$ cat config.mk
export PLATFORM = sky130hd
export DESIGN_NAME = psp_burst_ctrl_flat
export DESIGN_NICKNAME = d
export VERILOG_FILES = /design/src/rtl/psp_burst_ctrl_if.sv /design/src/rtl/psp_burst_ctrl.sv /design/src/flat_wrapper.sv
export SDC_FILE = /design/constraint.sdc
export NUM_CORES = 1
export LEC_CHECK = 0
export ABC_AREA = 1
export BUFFER_PORTS_ARGS = -buffer_cell sky130_fd_sc_hd__clkbuf_2
export CAP_MARGIN = 0
export CORE_MARGIN = 2
export CORE_UTILIZATION = 35
export CTS_CLUSTER_DIAMETER = 50
export DETAILED_ROUTE_END_ITERATION = 10
export PLACE_DENSITY = 0.57
export SLEW_MARGIN = 30
export SYNTH_ARGS = -nofsm -noshare
export SYNTH_HDL_FRONTEND = slang
export SYNTH_SLANG_ARGS = --single-unit
export TNS_END_PERCENT = 30
$ cat constraint.sdc
create_clock -name clk -period 1.9 [get_ports clk]
set_input_delay 0.38 -clock clk [delete_from_list [all_inputs] [get_ports clk]]
set_output_delay 0.38 -clock clk [all_outputs]
set_load 0.02 [all_outputs]
$ cat src/rtl/psp_burst_ctrl_if.sv
// Control and byte-stream bundle for psp_burst_ctrl.
// slave  : the burst controller's view (takes control, drives status and bytes).
// master : the register block / sink view (drives control and byte_ready).
// Optional macro PSP_BURST_CTRL_ERRINJ_EN adds the err_inj control line.
//
// Handshake: a byte transfers on a rising clk edge where byte_valid and
// byte_ready are both high. byte_valid, once high, stays high with
// byte_data stable until that transfer happens or the burst is aborted.
// byte_ready may be driven freely and has no effect while byte_valid is low.
interface psp_burst_ctrl_if #(
  parameter int LEN_W = 16
);
  logic             start;
  logic             seed_load;
  logic [7:0]       seed;
  logic [LEN_W-1:0] len;
  logic             abort;
  logic             busy;
  logic             done;
  logic             bit_out;
  logic             bit_valid;
  logic [7:0]       byte_data;
  logic             byte_valid;
  logic             byte_ready;
`ifdef PSP_BURST_CTRL_ERRINJ_EN
  logic             err_inj;

  modport master (
    output start, seed_load, seed, len, abort, byte_ready, err_inj,
    input  busy, done, bit_out, bit_valid, byte_data, byte_valid
  );

  modport slave (
    input  start, seed_load, seed, len, abort, byte_ready, err_inj,
    output busy, done, bit_out, bit_valid, byte_data, byte_valid
  );
`else
  modport master (
    output start, seed_load, seed, len, abort, byte_ready,
    input  busy, done, bit_out, bit_valid, byte_data, byte_valid
  );

  modport slave (
    input  start, seed_load, seed, len, abort, byte_ready,
    output busy, done, bit_out, bit_valid, byte_data, byte_valid
  );
`endif
endinterface

$ cat src/rtl/psp_burst_ctrl.sv
// psp_burst_ctrl: burst sequencer around the 8-bit PSP generator
// (x^8+x^4+x^3+x^2+1, period 255). A burst loads an optional seed, emits
// len*8 sequence bits (one per RUN cycle) and packs them MSB-first into
// bytes that are offered to the sink; backpressure stalls the generator.
// Optional macro PSP_BURST_CTRL_ERRINJ_EN adds bus.err_inj, which flips the
// emitted/packed bit of a RUN cycle without disturbing the generator.
// state_dbg and gen_dbg expose the FSM state and generator register.
module psp_burst_ctrl #(
  parameter logic [7:0] SEED_DEFAULT = 8'hB4,
  parameter int         LEN_W        = 16
) (
  input  logic                 clk,
  input  logic                 rst_n,
  psp_burst_ctrl_if.slave      bus,
  output logic [1:0]           state_dbg,
  output logic [7:0]           gen_dbg
);

  typedef enum logic [1:0] {
    S_IDLE = 2'd0,
    S_RUN  = 2'd1,
    S_HOLD = 2'd2,
    S_DONE = 2'd3
  } state_t;

  state_t           state_q;
  state_t           state_d;

  logic [7:0]       gen_q;
  logic [7:0]       gen_step;
  logic [7:0]       seed_eff;
  logic [LEN_W-1:0] remaining_q;
  logic [2:0]       bit_cnt_q;
  logic [6:0]       shreg_q;
  logic [7:0]       byte_q;

  logic             start_acc;
  logic             run_cyc;
  logic             byte_acc;
  logic             last_bit;
  logic             inj;
  logic             bit_w;

  // Next-state and per-cycle control decode.
  always_comb begin
    state_d   = state_q;
    start_acc = 1'b0;
    run_cyc   = 1'b0;
    byte_acc  = 1'b0;
    unique case (state_q)
      S_IDLE: begin
        if (bus.start && (bus.len != '0)) begin
          start_acc = 1'b1;
          state_d   = S_RUN;
        end
      end
      S_RUN: begin
        // The generator steps on every RUN cycle, the abort cycle included,
        // so a later burst resumes right after the last emitted bit.
        run_cyc = 1'b1;
        if (bus.abort) begin
          state_d = S_IDLE;
        end else if (bit_cnt_q == 3'd7) begin
          state_d = S_HOLD;
        end
      end
      S_HOLD: begin
        // Abort has priority over a simultaneous accept.
        if (bus.abort) begin
          state_d = S_IDLE;
        end else if (bus.byte_ready) begin
          byte_acc = 1'b1;
          state_d  = (remaining_q == LEN_W'(1)) ? S_DONE : S_RUN;
        end
      end
      S_DONE: begin
        state_d = S_IDLE;
      end
      default: begin
        state_d = S_IDLE;
      end
    endcase
  end

  // FSM state register.
  always_ff @(posedge clk or negedge rst_n) begin
    if (!rst_n) begin
      state_q <= S_IDLE;
    end else begin
      state_q <= state_d;
    end
  end

  // One generator step: shift towards s7, feed s7 back into s0, s2, s3, s4.
  assign gen_step = {gen_q[6], gen_q[5], gen_q[4],
                     gen_q[3] ^ gen_q[7],
                     gen_q[2] ^ gen_q[7],
                     gen_q[1] ^ gen_q[7],
                     gen_q[0], gen_q[7]};

  // A zero seed would lock the generator at zero, so it maps to the default.
  assign seed_eff = (bus.seed == 8'h00) ? SEED_DEFAULT : bus.seed;

`ifdef PSP_BURST_CTRL_ERRINJ_EN
  assign inj = bus.err_inj & run_cyc;
`else
  assign inj = 1'b0;
`endif

  assign bit_w    = gen_q[7] ^ inj;
  assign last_bit = run_cyc && (bit_cnt_q == 3'd7);

  // Generator register: seeded on an accepted start, stepped in RUN, else held.
  always_ff @(posedge clk or negedge rst_n) begin
    if (!rst_n) begin
      gen_q <= SEED_DEFAULT;
    end else if (start_acc) begin
      if (bus.seed_load) begin
        gen_q <= seed_eff;
      end
    end else if (run_cyc) begin
      gen_q <= gen_step;
    end
  end

  // Byte and bit bookkeeping for the running burst.
  always_ff @(posedge clk or negedge rst_n) begin
    if (!rst_n) begin
      remaining_q <= '0;
      bit_cnt_q   <= 3'd0;
    end else if (start_acc) begin
      remaining_q <= bus.len;
      bit_cnt_q   <= 3'd0;
    end else if (byte_acc) begin
      remaining_q <= remaining_q - LEN_W'(1);
      bit_cnt_q   <= 3'd0;
    end else if (run_cyc) begin
      bit_cnt_q   <= bit_cnt_q + 3'd1;
    end
  end

  // MSB-first packing; the finished byte is captured on the 8th bit and
  // then held until the next byte completes.
  always_ff @(posedge clk or negedge rst_n) begin
    if (!rst_n) begin
      shreg_q <= 7'd0;
      byte_q  <= 8'h00;
    end else if (start_acc) begin
      shreg_q <= 7'd0;
    end else if (run_cyc) begin
      shreg_q <= {shreg_q[5:0], bit_w};
      if (last_bit) begin
        byte_q <= {shreg_q, bit_w};
      end
    end
  end

  assign bus.busy       = (state_q != S_IDLE);
  assign bus.done       = (state_q == S_DONE);
  assign bus.bit_valid  = (state_q == S_RUN);
  assign bus.byte_valid = (state_q == S_HOLD);
  assign bus.bit_out    = bit_w;
  assign bus.byte_data  = byte_q;

  assign state_dbg = state_q;
  assign gen_dbg   = gen_q;

endmodule

$ cat src/flat_wrapper.sv
// flat-port wrapper written by rule: the top's interface ports become plain ports
module psp_burst_ctrl_flat 
#(
  parameter logic [7:0] SEED_DEFAULT = 8'hB4,
  parameter int         LEN_W        = 16
)
  (clk, rst_n, state_dbg, gen_dbg, bus_start, bus_seed_load, bus_seed, bus_len, bus_abort, bus_byte_ready, bus_busy, bus_done, bus_bit_out, bus_bit_valid, bus_byte_data, bus_byte_valid);
  psp_burst_ctrl_if #(.LEN_W(LEN_W)) bus_i ();
  input  logic clk;
  input  logic rst_n;
  output logic [1:0] state_dbg;
  output logic [7:0] gen_dbg;
  input wire logic [$bits(bus_i.start)-1:0] bus_start;
  input wire logic [$bits(bus_i.seed_load)-1:0] bus_seed_load;
  input wire logic [$bits(bus_i.seed)-1:0] bus_seed;
  input wire logic [$bits(bus_i.len)-1:0] bus_len;
  input wire logic [$bits(bus_i.abort)-1:0] bus_abort;
  input wire logic [$bits(bus_i.byte_ready)-1:0] bus_byte_ready;
  output wire logic [$bits(bus_i.busy)-1:0] bus_busy;
  output wire logic [$bits(bus_i.done)-1:0] bus_done;
  output wire logic [$bits(bus_i.bit_out)-1:0] bus_bit_out;
  output wire logic [$bits(bus_i.bit_valid)-1:0] bus_bit_valid;
  output wire logic [$bits(bus_i.byte_data)-1:0] bus_byte_data;
  output wire logic [$bits(bus_i.byte_valid)-1:0] bus_byte_valid;
  assign bus_i.start = bus_start;
  assign bus_i.seed_load = bus_seed_load;
  assign bus_i.seed = bus_seed;
  assign bus_i.len = bus_len;
  assign bus_i.abort = bus_abort;
  assign bus_i.byte_ready = bus_byte_ready;
  assign bus_busy = bus_i.busy;
  assign bus_done = bus_i.done;
  assign bus_bit_out = bus_i.bit_out;
  assign bus_bit_valid = bus_i.bit_valid;
  assign bus_byte_data = bus_i.byte_data;
  assign bus_byte_valid = bus_i.byte_valid;
  psp_burst_ctrl #(.SEED_DEFAULT(SEED_DEFAULT), .LEN_W(LEN_W)) u_core (.clk(clk), .rst_n(rst_n), .bus(bus_i), .state_dbg(state_dbg), .gen_dbg(gen_dbg));
endmodule
### Yosys cells after proc, flatten, opt, wreduce, memory -nomap -nowiden

Cells that the tools add are included.

* $add $sub $neg: 2
* equality and inequality tests: 9
* multiplexer cells: 24
* bitwise operators: 4
* reduce and logical (&&, ||, !) cells: 12

Operators by type and width (count)
* $mux W16: 2
* $mux W8: 4
* $eq A16 B1 Y1 const B: 1
* $reduce_bool A16 Y1: 1
* $sub A16 B1 Y16 const B: 1
* $mux W7: 2
* $mux W2: 6
* $mux W3: 3
* $logic_not A8 Y1: 1
* $pmux W2 S4: 1
* $mux W1: 6
* $reduce_and A3 Y1: 2
* $reduce_bool A2 Y1: 3
* $eq A2 B2 Y1 const B: 2
* $add A3 B1 Y3 const B: 1
* $eq A3 B3 Y1 const B: 1
* $ne A3 B2 Y1 const B: 1
* $ne A3 B3 Y1 const B: 1
* $reduce_bool A3 Y1: 1
* $xor A1 B1 Y1: 3
* $eq A2 B1 Y1 const B: 1
* $logic_and A1 B1 Y1: 2
* $logic_not A2 Y1: 1
* $ne A2 B1 Y1 const B: 1
* 3 further kinds: 3

* register bits after elaboration: 44
* output and inout bits: 23
* word-level logic and storage cells: 57

### Depth between registers and ports, before layout

* depth after elaboration: 6
* mapped depth: 10

### Worst setup path after synthesis

Ideal clock, no wire load.

* kind: register to output
* from: register u_core.state_q[1], in the netlist u_core.state_dbg[1]
* to: output bus_busy
* arrival: 1161 ps
* path slack: 359 ps
* cell stages (with the launch flop): 4
* path buffers: 1
* cell sequence: dfrtp_1 nor2_4 clkbuf_1 inv_1

* word-level cells in the longest chain between the ends: 1

RTL lines
* from (decl): RTL line psp_burst_ctrl.sv:26 `state_t state_q;`
* from (signal assigned): RTL line psp_burst_ctrl.sv:90 `state_q <= state_d;`
* $reduce_bool A2 Y1: RTL line psp_burst_ctrl.sv:158 `assign bus.busy = (state_q != S_IDLE);`
* to (decl): RTL line flat_wrapper.sv:19 `output wire logic [$bits(bus_i.busy)-1:0] bus_busy;`

Every way passes these cells.

### Worst setup path in the final report

* from: register u_core.state_q[0], in the netlist u_core.state_dbg[0]
* to: output bus_bit_valid

* word-level cells in the longest chain between the ends: 1

RTL lines
* $eq A2 B1 Y1: RTL line psp_burst_ctrl.sv:160 `assign bus.bit_valid = (state_q == S_RUN);`
* to (decl): RTL line flat_wrapper.sv:22 `output wire logic [$bits(bus_i.bit_valid)-1:0] bus_bit_valid;`

Every way passes these cells.

==> flow_summary_export.csv <==
group,metric,value,unit
worst_hold_path,hold_path.class,"in -> async",
floorplan,pin_count,53,
detailed_routing,vias,2365,
power_and_ir_drop,p_switching,2.16,mW
clock_tree,cts.sinks,44,
worst_setup_path,end_kind,"output pin",
yosys,syn_area,2600,sq um
placed_design,gp_congestion,0.877,
sta,grt_setup_unrepaired,"false",
power_and_ir_drop,power_density,1560,nW/um^2
clock_tree,clk_path_buf_depth,2,
sta,tightest_slew,0.572,ns
placed_design,portBuffers,52,
yosys,mappedNetlistNets,365,
placed_design,pre_cts_ws,0.207,ns
worst_setup_path,slowest_stage,"dfrtp_1",
floorplan,die_w,90.2,um
grt,grt_pass1_wl,10700,um
detailed_routing,routed_via_density,4.91,
floorplan,core-area,7210,sq um
detailed_routing,route.antenna.remaining_nets,0,
sta,drv_slew,0,
worst_setup_path,path_cells,"inv_2 > or2_1 > inv_2 > clkbuf_2",
cells_and_area,area_growth,18.5,%
clock_tree,cts_buffers,5,
detailed_routing,wirelength,6040,um
clock_tree,clkLatencyLatePin,0.30,ns
power_and_ir_drop,power.total,4.82,mW
yosys,synth_warnings,0,
grt,overflow,0,
yosys,ys_seq_area_frac,0.425,
worst_setup_path,crit_buf_inv,3,
worst_setup_path,worstPathRequired,1.52,ns
sta,finalCriticalPeriod,1.77,ns
yosys,async_reset_ff_frac,1.00,
sta,fin_setup_tns,0,ns
clock_tree,cts_hold_buf,0,
yosys,synth_enable_flop_cells,0,
power_and_ir_drop,p_seq_frac,0.360,
worst_setup_path,crit_arrival,1.39,ns
placed_design,placed_area,2960,sq um
clock_tree,htree_levels,2,
yosys,avgSynthCellArea,7.85,sq um
worst_setup_path,cp_max_fo,6,
detailed_routing,wl_per_cell,12.5,um
grt,antenna_found_initial,0,
worst_setup_path,max_stage_delay,0.46,ns
detailed_routing,route.detailed.drc,0,
clock_tree,cts_tree,"built",
floorplan,die-area,8130,sq um
sta,setup_viol,0,
yosys,synthFlopType,"dfrtp_1",
run_status,status,"finished clean",
yosys,synth_area_leaders,"dfrtp_1, nand2_1, nand3_1",
cells_and_area,final_area,3080,sq um
clock_tree,cts_resized,0,
worst_setup_path,cpMostUsedCell,"inv_2",
clock_tree,clkTransAtPathRegs,0.09,ns
worst_setup_path,timing.rr.start,"u_core.state_dbg[0]$_DFFE_PN0P_",
job,cap_viol_max_count,0,
yosys,yosysTopAreaCell,"dfrtp_1",
placed_design,dp_hpwl,4540,um
power_and_ir_drop,irDropWorstVdd,0.545,mV
sta,setup_slack,0.129,ns
yosys,synth_seq_cells,44,
power_and_ir_drop,p_int,2.66,mW
worst_setup_path,rrSetupSlack,0.29,ns
sta,hold_viol,0,
sta,layout_worst_path_cycle_share,0.932,
floorplan,start_util,0.360,
yosys,netlist.area_leader.share,0.385,
sta,clock_skew,0.0100,ns
clock_tree,post_cts.repair.setup_buffers,0,
cells_and_area,drive_gt1_frac,0.245,
power_and_ir_drop,p_comb_frac,0.486,
worst_setup_path,r2r_cells,9,
detailed_routing,drt_iter0_markers,126,
worst_setup_path,crit_type,"reg -> out",
grt,grt_pass1_vias,2275,
power_and_ir_drop,pwr-share-clk,0.155,
cells_and_area,nNetsFinal,416,
clock_tree,root_buffer,"clkbuf_8",
detailed_routing,drt-pass1-iter-count,4,
grt,grt_max_degree,45,
floorplan,die_y,90.2,um
yosys,synthCells,331,
cells_and_area,diodes,0,
sta,max_freq,565,MHz
power_and_ir_drop,p_leak,1.51,nW
yosys,synth.most_common_cell,"nand2_1",
worst_setup_path,rr_endpoint,"u_core.remaining_q[0]$_DFFE_PN0P_",
worst_setup_path,path_delay_family,"flip-flops",
cells_and_area,fillerInstances,778,
sta,relSlewSlack,0.618,
yosys,synth_common_cells,"nand2_1, dfrtp_1, nand3_1, nor2_1, nand4_1",
grt,grtUsageTotal,0.158,
yosys,synth_cell_types,30,
power_and_ir_drop,p_sw_frac,0.447,
worst_setup_path,start_kind,"flop",
floorplan,rows,31,
[state kept, by name, summed over array words and instances (netlist names)]
name                  flops
u_core.remaining_q       16
u_core.bus.byte_data      8
u_core.gen_dbg            8
u_core.shreg_q            7
u_core.bit_cnt_q          3
u_core.state_dbg          2
[routing by layer]
layer	share of wire	global-route usage	vias to the layer above
met1	0.48	0.217	1089
met5	0	0	-
met3	0.037	0.0268	5
li1	-	-	1210
met4	0.013	0.0462	0
met2	0.47	0.258	61
[cells by family (layout without fill, tap and decap cells)]
kind of cell	after synthesis	after routing	synth area share
simple gates	189	189	0.332
xor+xnor	16	16	0.0539
buf+inv	44	96	0.0775
flops	44	44	0.425
compound gates	34	34	0.0924
fa+ha+maj	4	4	0.0193
[worst max-delay path by stage]
stage	slack (ns)	end	depth (start not counted)	startpoint
after floorplan	0.36	bus_busy	3	u_core.state_dbg[1]$_DFFE_PN0P_
after global placement	0.26	u_core.gen_dbg[0]$_DFFE_PN0P_	9	bus_len[11]
after detailed placement	0.21	u_core.bit_cnt_q[1]$_DFFE_PN0P_	9	bus_len[11]
after CTS	0.11	bus_bit_valid	4	u_core.state_dbg[0]$_DFFE_PN0P_
after global routing	0.07	bus_bit_valid	4	u_core.state_dbg[0]$_DFFE_PN0P_
final	0.13	bus_bit_valid	4	u_core.state_dbg[0]$_DFFE_PN0P_
[area by class of cell]
cell class / count / area, sq um / share of cell area
Inverter: 27 / 101 / 0.0329
Timing Repair Buffer: 61 / 340 / 0.110
Clock buffer: 5 / 68.8 / 0.0223
Tap cell: 99 / 124 / 0.0402
Sequential cell: 44 / 1110 / 0.359
Clock inverter: 3 / 47.5 / 0.0154
Multi-Input combinational cell: 243 / 1290 / 0.420
[power groups by stage]
stage,Combinational (mW),Clock (mW),Sequential (mW)
5_1_grt,2.65,0.805,1.80
6_report,2.34,0.744,1.73
4_1_cts,2.36,0.769,1.74
3_5_place_dp,2.35,0,1.75
3_3_place_gp,2.33,0,1.75
2_1_floorplan,1.60,0,1.86
[cells in the final DEF (no fill, tap or decap), drive strengths merged]
master,Yosys,layout
nor3,1,1
xor2,6,6
dfrtp,40,40
o22ai,7,7
dfstp,4,4
a21boi,1,1
nand2,83,83
nand3,38,38
o21ai,13,13
buf,11,9
o211ai,7,7
or2,1,1
ha,4,4
xnor2,10,10
clkinv,0,2
bufinv,0,1
o21bai,5,5
o21a,1,1
clkbuf,6,57
nor2,40,40
nand4,26,26
inv,27,27
[through the flow]
stage | hold WS (ns) | utilization | cells
detailed placement | 0.469 | 0.411 | 474
floorplan | 0.0844 | - | 331
finish | 0.147 | 0.427 | 482
CTS | 0.173 | 0.427 | 482
global placement | 0.466 | 0.411 | 474
global route | 0.210 | 0.427 | 482
[worst register-to-register path, cell delays in order, from the launching register on]
cell	delay, ns
dfrtp_1	0.45
inv_2	0.07
nand2_1	0.08
nor2_2	0.14
nand2_2	0.25
inv_2	0.24
nor2_1	0.07
o21ai_1	0.12
o21ai_1	0.09
inv_2	0.04
Note: power is estimated with default switching activity, not from simulation.
